[config.mk]
export PLATFORM = sky130hd
export DESIGN_NAME = mem_wb_stage
export DESIGN_NICKNAME = d
export VERILOG_FILES = /design/src/rtl/mem_wb_pkg.sv /design/src/rtl/load_extend.sv /design/src/rtl/mem_wb_stage.sv
export SDC_FILE = /design/constraint.sdc
export NUM_CORES = 1
export LEC_CHECK = 0
export ABC_AREA = 1
export CORE_ASPECT_RATIO = 2
export CORE_MARGIN = 8
export CORE_UTILIZATION = 44
export DETAILED_ROUTE_END_ITERATION = 16
export PLACE_DENSITY_LB_ADDON = 0.15
export RECOVER_POWER = 100
export SYNTH_ARGS = -nofsm -noshare
export SYNTH_HDL_FRONTEND = slang
export SYNTH_SLANG_ARGS = --single-unit
[constraint.sdc]
create_clock -name clk -period 1.68 [get_ports clk]
set_input_delay 0.252 -clock clk [delete_from_list [all_inputs] [get_ports clk]]
set_output_delay 0.252 -clock clk [all_outputs]
set_load 0.02 [all_outputs]
[src/rtl/mem_wb_pkg.sv]
// Shared types and encodings for the MEM->WB pipeline register.
// MEM_MISALIGN_CHECK_EN adds the misalign bit to the W-stage bundle.
package mem_wb_pkg;

  localparam int unsigned XLEN   = 32;
  localparam int unsigned REG_AW = 5;

  // Load funct3 encodings
  localparam logic [2:0] LB  = 3'b000;
  localparam logic [2:0] LH  = 3'b001;
  localparam logic [2:0] LW  = 3'b010;
  localparam logic [2:0] LBU = 3'b100;
  localparam logic [2:0] LHU = 3'b101;

  // Writeback result select
  localparam logic [1:0] RES_ALU  = 2'b00;
  localparam logic [1:0] RES_LOAD = 2'b01;
  localparam logic [1:0] RES_PC4  = 2'b10;

  typedef struct packed {
    logic              valid;
    logic              reg_write;
`ifdef MEM_MISALIGN_CHECK_EN
    logic              misalign;
`endif
    logic [1:0]        result_src;
    logic [REG_AW-1:0] rd;
    logic [XLEN-1:0]   alu_result;
    logic [XLEN-1:0]   read_data;
    logic [XLEN-1:0]   pc_plus4;
  } wb_bundle_t;

endpackage

[src/rtl/load_extend.sv]
// Combinational load formatter: selects byte/halfword/word and extends it.
// MEM_MISALIGN_CHECK_EN adds the misalignment flag output.
module load_extend
  import mem_wb_pkg::*;
(
  input  logic [XLEN-1:0] word,
  input  logic [1:0]      off,
  input  logic [2:0]      funct3,
  output logic [XLEN-1:0] value_c
`ifdef MEM_MISALIGN_CHECK_EN
  ,
  output logic            misalign_c
`endif
);

  logic [7:0]  byte_sel;
  logic [15:0] half_sel;

  always_comb begin
    byte_sel = 8'(word >> {off, 3'b000});
    half_sel = off[1] ? word[31:16] : word[15:0];
    case (funct3)
      LB:      value_c = {{24{byte_sel[7]}}, byte_sel};
      LH:      value_c = {{16{half_sel[15]}}, half_sel};
      LW:      value_c = word;
      LBU:     value_c = {24'd0, byte_sel};
      LHU:     value_c = {16'd0, half_sel};
      default: value_c = '0;
    endcase
  end

`ifdef MEM_MISALIGN_CHECK_EN
  // Halfwords need even offsets, words need offset zero
  assign misalign_c = ((funct3 == LH || funct3 == LHU) && off[0])
                    || (funct3 == LW && off != 2'b00);
`endif

endmodule

[src/rtl/mem_wb_stage.sv]
// MEM->WB pipeline register with load formatting, stall/flush and retire counter.
// MEM_MISALIGN_CHECK_EN enables misaligned-load detection and the MisalignW port.
module mem_wb_stage
  import mem_wb_pkg::*;
#(
  parameter int unsigned DATA_WIDTH     = 32,
  parameter int unsigned REG_ADDR_WIDTH = 5
) (
  input  logic                      clk,
  input  logic                      rst_n,
  input  logic                      EnW,
  input  logic                      FlushW,
  input  logic                      ValidM,
  input  logic [DATA_WIDTH-1:0]     ALUResultM,
  input  logic [DATA_WIDTH-1:0]     ReadDataM,
  input  logic [DATA_WIDTH-1:0]     PCPlus4M,
  input  logic [REG_ADDR_WIDTH-1:0] RdM,
  input  logic                      RegWriteM,
  input  logic [1:0]                ResultSrcM,
  input  logic [2:0]                Funct3M,
  output logic [DATA_WIDTH-1:0]     ALUResultW,
  output logic [DATA_WIDTH-1:0]     ReadDataW,
  output logic [DATA_WIDTH-1:0]     PCPlus4W,
  output logic [REG_ADDR_WIDTH-1:0] RdW,
  output logic                      RegWriteW,
  output logic [1:0]                ResultSrcW,
  output logic                      ValidW,
  output logic [31:0]               InstRetW
`ifdef MEM_MISALIGN_CHECK_EN
  ,
  output logic                      MisalignW
`endif
);

  wb_bundle_t      w_q, w_d, cap_c;
  logic [31:0]     cnt_q, cnt_d;
  logic [XLEN-1:0] load_value_c;
`ifdef MEM_MISALIGN_CHECK_EN
  logic            load_misalign_c;
`endif

  load_extend u_load_extend (
    .word       (ReadDataM),
    .off        (ALUResultM[1:0]),
    .funct3     (Funct3M),
    .value_c    (load_value_c)
`ifdef MEM_MISALIGN_CHECK_EN
    ,
    .misalign_c (load_misalign_c)
`endif
  );

  // Bundle as it would be captured from M this cycle
  always_comb begin
    cap_c            = '0;
    cap_c.valid      = ValidM;
    cap_c.reg_write  = RegWriteM & ValidM;
    cap_c.result_src = ResultSrcM;
    cap_c.rd         = RdM;
    cap_c.alu_result = ALUResultM;
    cap_c.read_data  = load_value_c;
    cap_c.pc_plus4   = PCPlus4M;
`ifdef MEM_MISALIGN_CHECK_EN
    if (ResultSrcM == RES_LOAD && load_misalign_c) begin
      cap_c.misalign  = 1'b1;
      cap_c.reg_write = 1'b0;
      cap_c.read_data = '0;
    end
`endif
  end

  // Flush beats enable; stall holds everything
  always_comb begin
    w_d   = w_q;
    cnt_d = cnt_q;
    if (FlushW) begin
      w_d = '0;
    end else if (EnW) begin
      w_d = cap_c;
      if (ValidM) cnt_d = cnt_q + 32'd1;
    end
  end

  always_ff @(posedge clk or negedge rst_n) begin
    if (!rst_n) begin
      w_q   <= '0;
      cnt_q <= '0;
    end else begin
      w_q   <= w_d;
      cnt_q <= cnt_d;
    end
  end

  assign ALUResultW = w_q.alu_result;
  assign ReadDataW  = w_q.read_data;
  assign PCPlus4W   = w_q.pc_plus4;
  assign RdW        = w_q.rd;
  assign RegWriteW  = w_q.reg_write;
  assign ResultSrcW = w_q.result_src;
  assign ValidW     = w_q.valid;
  assign InstRetW   = cnt_q;
`ifdef MEM_MISALIGN_CHECK_EN
  assign MisalignW  = w_q.misalign;
`endif

endmodule
==> impl_metrics.json <==
{
  "wirelength_um": 21300,
  "final_nets": 1202,
  "finalSetupViolations": 0,
  "cp_max_fo": 2,
  "final_hold_viol_count": 0,
  "clk_pin_slew_ns": 0.06,
  "final_cell_mix": "393 x nand2_1, 173 x clkdlybuf4s50_1, 137 x dfrtp_1, 92 x nand3_1, 44 x dlygate4sd2_1",
  "cp_cell_sequence": "clkdlybuf4s50_1",
  "dp_hpwl_um": 16100,
  "synthTopCellsByArea": "dfrtp_1 53%, nand2_1 23%, nand3_1 7.0%, inv_1 2.3%, nor2_1 1.5%",
  "area_growth_pct": 50.6,
  "cts_buffers": 17,
  "yosysWarningCount": 0,
  "cp.arrival_ns": 1.39,
  "antennaDiodeCount": 0,
  "grt_overflow_total": 0,
  "top_layer": "met5",
  "fill_cells": 1314,
  "internal_power_mw": 6.52,
  "mostFrequentLayoutCell": "nand2_1",
  "core_area_um2": 14600,
  "crit_type": "flop to output port",
  "grtUsageTotal": 0.228,
  "start_util": 0.444,
  "fp.dieH_um": 188,
  "drt_pass1_iterations": 5,
  "synth_top_area_share": 0.529,
  "critPathLaunchType": "flop",
  "cts-root-buf": "clkbuf_16",
  "antenna_found_initial": 1,
  "end_kind": "output port",
  "drcViolationCount": 0,
  "worst_slew_pin_slew_ns": 0.855,
  "synth_area_leader_cell": "dfrtp_1",
  "seq_area_frac_synth": 0.529,
  "synth.cell_area_um2": 6480,
  "clockBufferDepth": 2,
  "period_share": 0.978,
  "clock_sinks": 137,
  "drt_iter0_markers": 325,
  "required_ns": 1.43,
  "stdcell_area_um2": 9760,
  "setup-tns-final_ns": 0,
  "wl_met1_um": 8500,
  "power_frac_comb": 0.163,
  "critical-path-top-delay-family": "buffers and inverters",
  "placed_cell_area_um2": 9430,
  "wl_met2_um": 10000,
  "synthCells": 818,
  "grt_first_pass_wirelength_um": 34400,
  "dieWidth_um": 102,
  "grt_max_degree": 42,
  "ir_drop_mv": 0.656,
  "wl_per_cell_um": 16.4,
  "wl_met3_um": 2380,
  "post_cts_buffers": 0,
  "fin_hold_ws_ns": 0.317,
  "power_density_nw_per_um2": 923,
  "synth_nets": 931,
  "dpl_worst_slack_ns": -0.131,
  "status": "completed",
  "vias_per_cell": 4.93,
  "period_minus_slack_ns": 1.64,
  "vias": 6400,
  "first_global_vias": 6737,
  "io_buffers": 248,
  "max_freq_ghz": 0.609,
  "synth_edf_count": 0,
  "dieArea_um2": 19100,
  "clockPowerShare": 0.434,
  "ys_seq_elements": 137,
  "ctsHtreeMaxLevel": 4,
  "swShare": 0.275,
  "cts_tree": "yes",
  "ys_types": 34,
  "setup_ws_ns": 0.0376,
  "cp_slowest_stage_delay_ns": 0.62,
  "hold_class": "input pin to flop",
  "ys_async_sr_fraction": 1.00,
  "synthFlopType": "dfrtp_1",
  "slowest_stage": "clkdlybuf4s50_1",
  "syn_avg_cell_area_um2": 7.92,
  "clk_latency_ns": 0.41,
  "num_io_pins": 249,
  "num_rows": 63,
  "p_leak_nw": 5.09,
  "skew_ns": 0.0101,
  "cap_violations": 0,
  "pwr-share-seq": 0.402,
  "switchingPower_mw": 2.48,
  "drive_gt1_frac": 0.0926,
  "gp_congestion": 0.890,
  "ant_nets": 0,
  "slew_headroom": 0.430,
  "finalPower_mw": 9.00,
  "slew_violations": 0,
  "cp_num_buf_inv": 1
}
-- layer usage --
metal  GRT usage  vias to the layer above
met1       0.277                     3017
met2       0.354                      252
li1            -                     3104
met3      0.0962                       25
met4      0.0728                        2
met5           0                        -
-- power groups by stage --
stage          combinational (mW)  sequential, mW  clock (mW)
6_report                     1.47            3.62        3.91
5_1_grt                      1.60            3.64        4.12
4_1_cts                      1.55            3.62        3.99
3_5_place_dp                 1.59            3.68           0
3_3_place_gp                 1.57            3.67           0
2_1_floorplan               0.409            3.89           0
-- synthesized netlist by cell type, types with 4 or more instances --
cell type,instances
xor2_1,10
inv_1,39
nor2_2,5
inv_2,4
nand3_1,91
o211ai_1,6
buf_2,11
xnor2_1,11
a21oi_2,10
a21oi_1,9
dfrtp_1,137
clkbuf_1,21
buf_6,4
nand2_1,393
or2_2,6
nand4_1,7
nor2_1,26
o21ai_0,5
-- final timing paths --
kind / start / end / slack [ns] / cells after the start
min reg2reg: ALUResultW[0] / ALUResultW[0] / 0.46 / 2
min in group asynchronous: rst_n / ReadDataW[6] / 0.48 / 2
max in group asynchronous: rst_n / ALUResultW[15] / 0.24 / 3
min: EnW / ALUResultW[0] / 0.32 / 4
max: ReadDataW[16] / ReadDataW[16] / 0.04 / 1
max reg2reg: InstRetW[1] / InstRetW[22] / 0.14 / 7
-- timing repair --
item / CTS / global route
resized for setup: 44 / 30
pin swaps: 0 / 0
setup endpoints to repair: 44 / 32
hold buffers: 1 / 0
endpoints found under the hold margin: 28 / 0
-- metrics by stage --
stage / util / cells
6_report: 0.669 / 1297
2_1_floorplan: - / 818
5_1_grt: 0.669 / 1297
3_5_place_dp: 0.647 / 1264
3_3_place_gp: 0.647 / 1264
4_1_cts: 0.686 / 1297
-- state kept, by name, indices dropped and copies added, names as in the netlist --
| name | cells |
|---|---|
| ALUResultW | 32 |
| InstRetW | 32 |
| PCPlus4W | 32 |
| ReadDataW | 32 |
| RdW | 5 |
| ResultSrcW | 2 |
| RegWriteW | 1 |
| ValidW | 1 |
-- kinds of logic (layout without fill, tap and decap cells) --
family,Yosys count,in the layout,synth area share
AND/OR/NAND/NOR,543,543,0.350
flip-flops,137,137,0.529
buffers and inverters,81,365,0.0543
AO/OA/AOI/OAI,35,35,0.0365
XOR/XNOR,21,21,0.0284
adder cells (fa/ha/maj),1,1,0.00193
-- final cells by class --
| class | count | area (µm²) | area share |
|---|---|---|---|
| repair buffers | 290 | 2600 | 0.267 |
| flip-flops and latches | 137 | 3430 | 0.351 |
| inverters | 43 | 161 | 0.0165 |
| well taps | 195 | 244 | 0.0250 |
| clock buffers | 18 | 429 | 0.0440 |
| clock inverters | 14 | 185 | 0.0190 |
| multi-input cells | 600 | 2710 | 0.277 |
(Power assumes the default switching activity.)
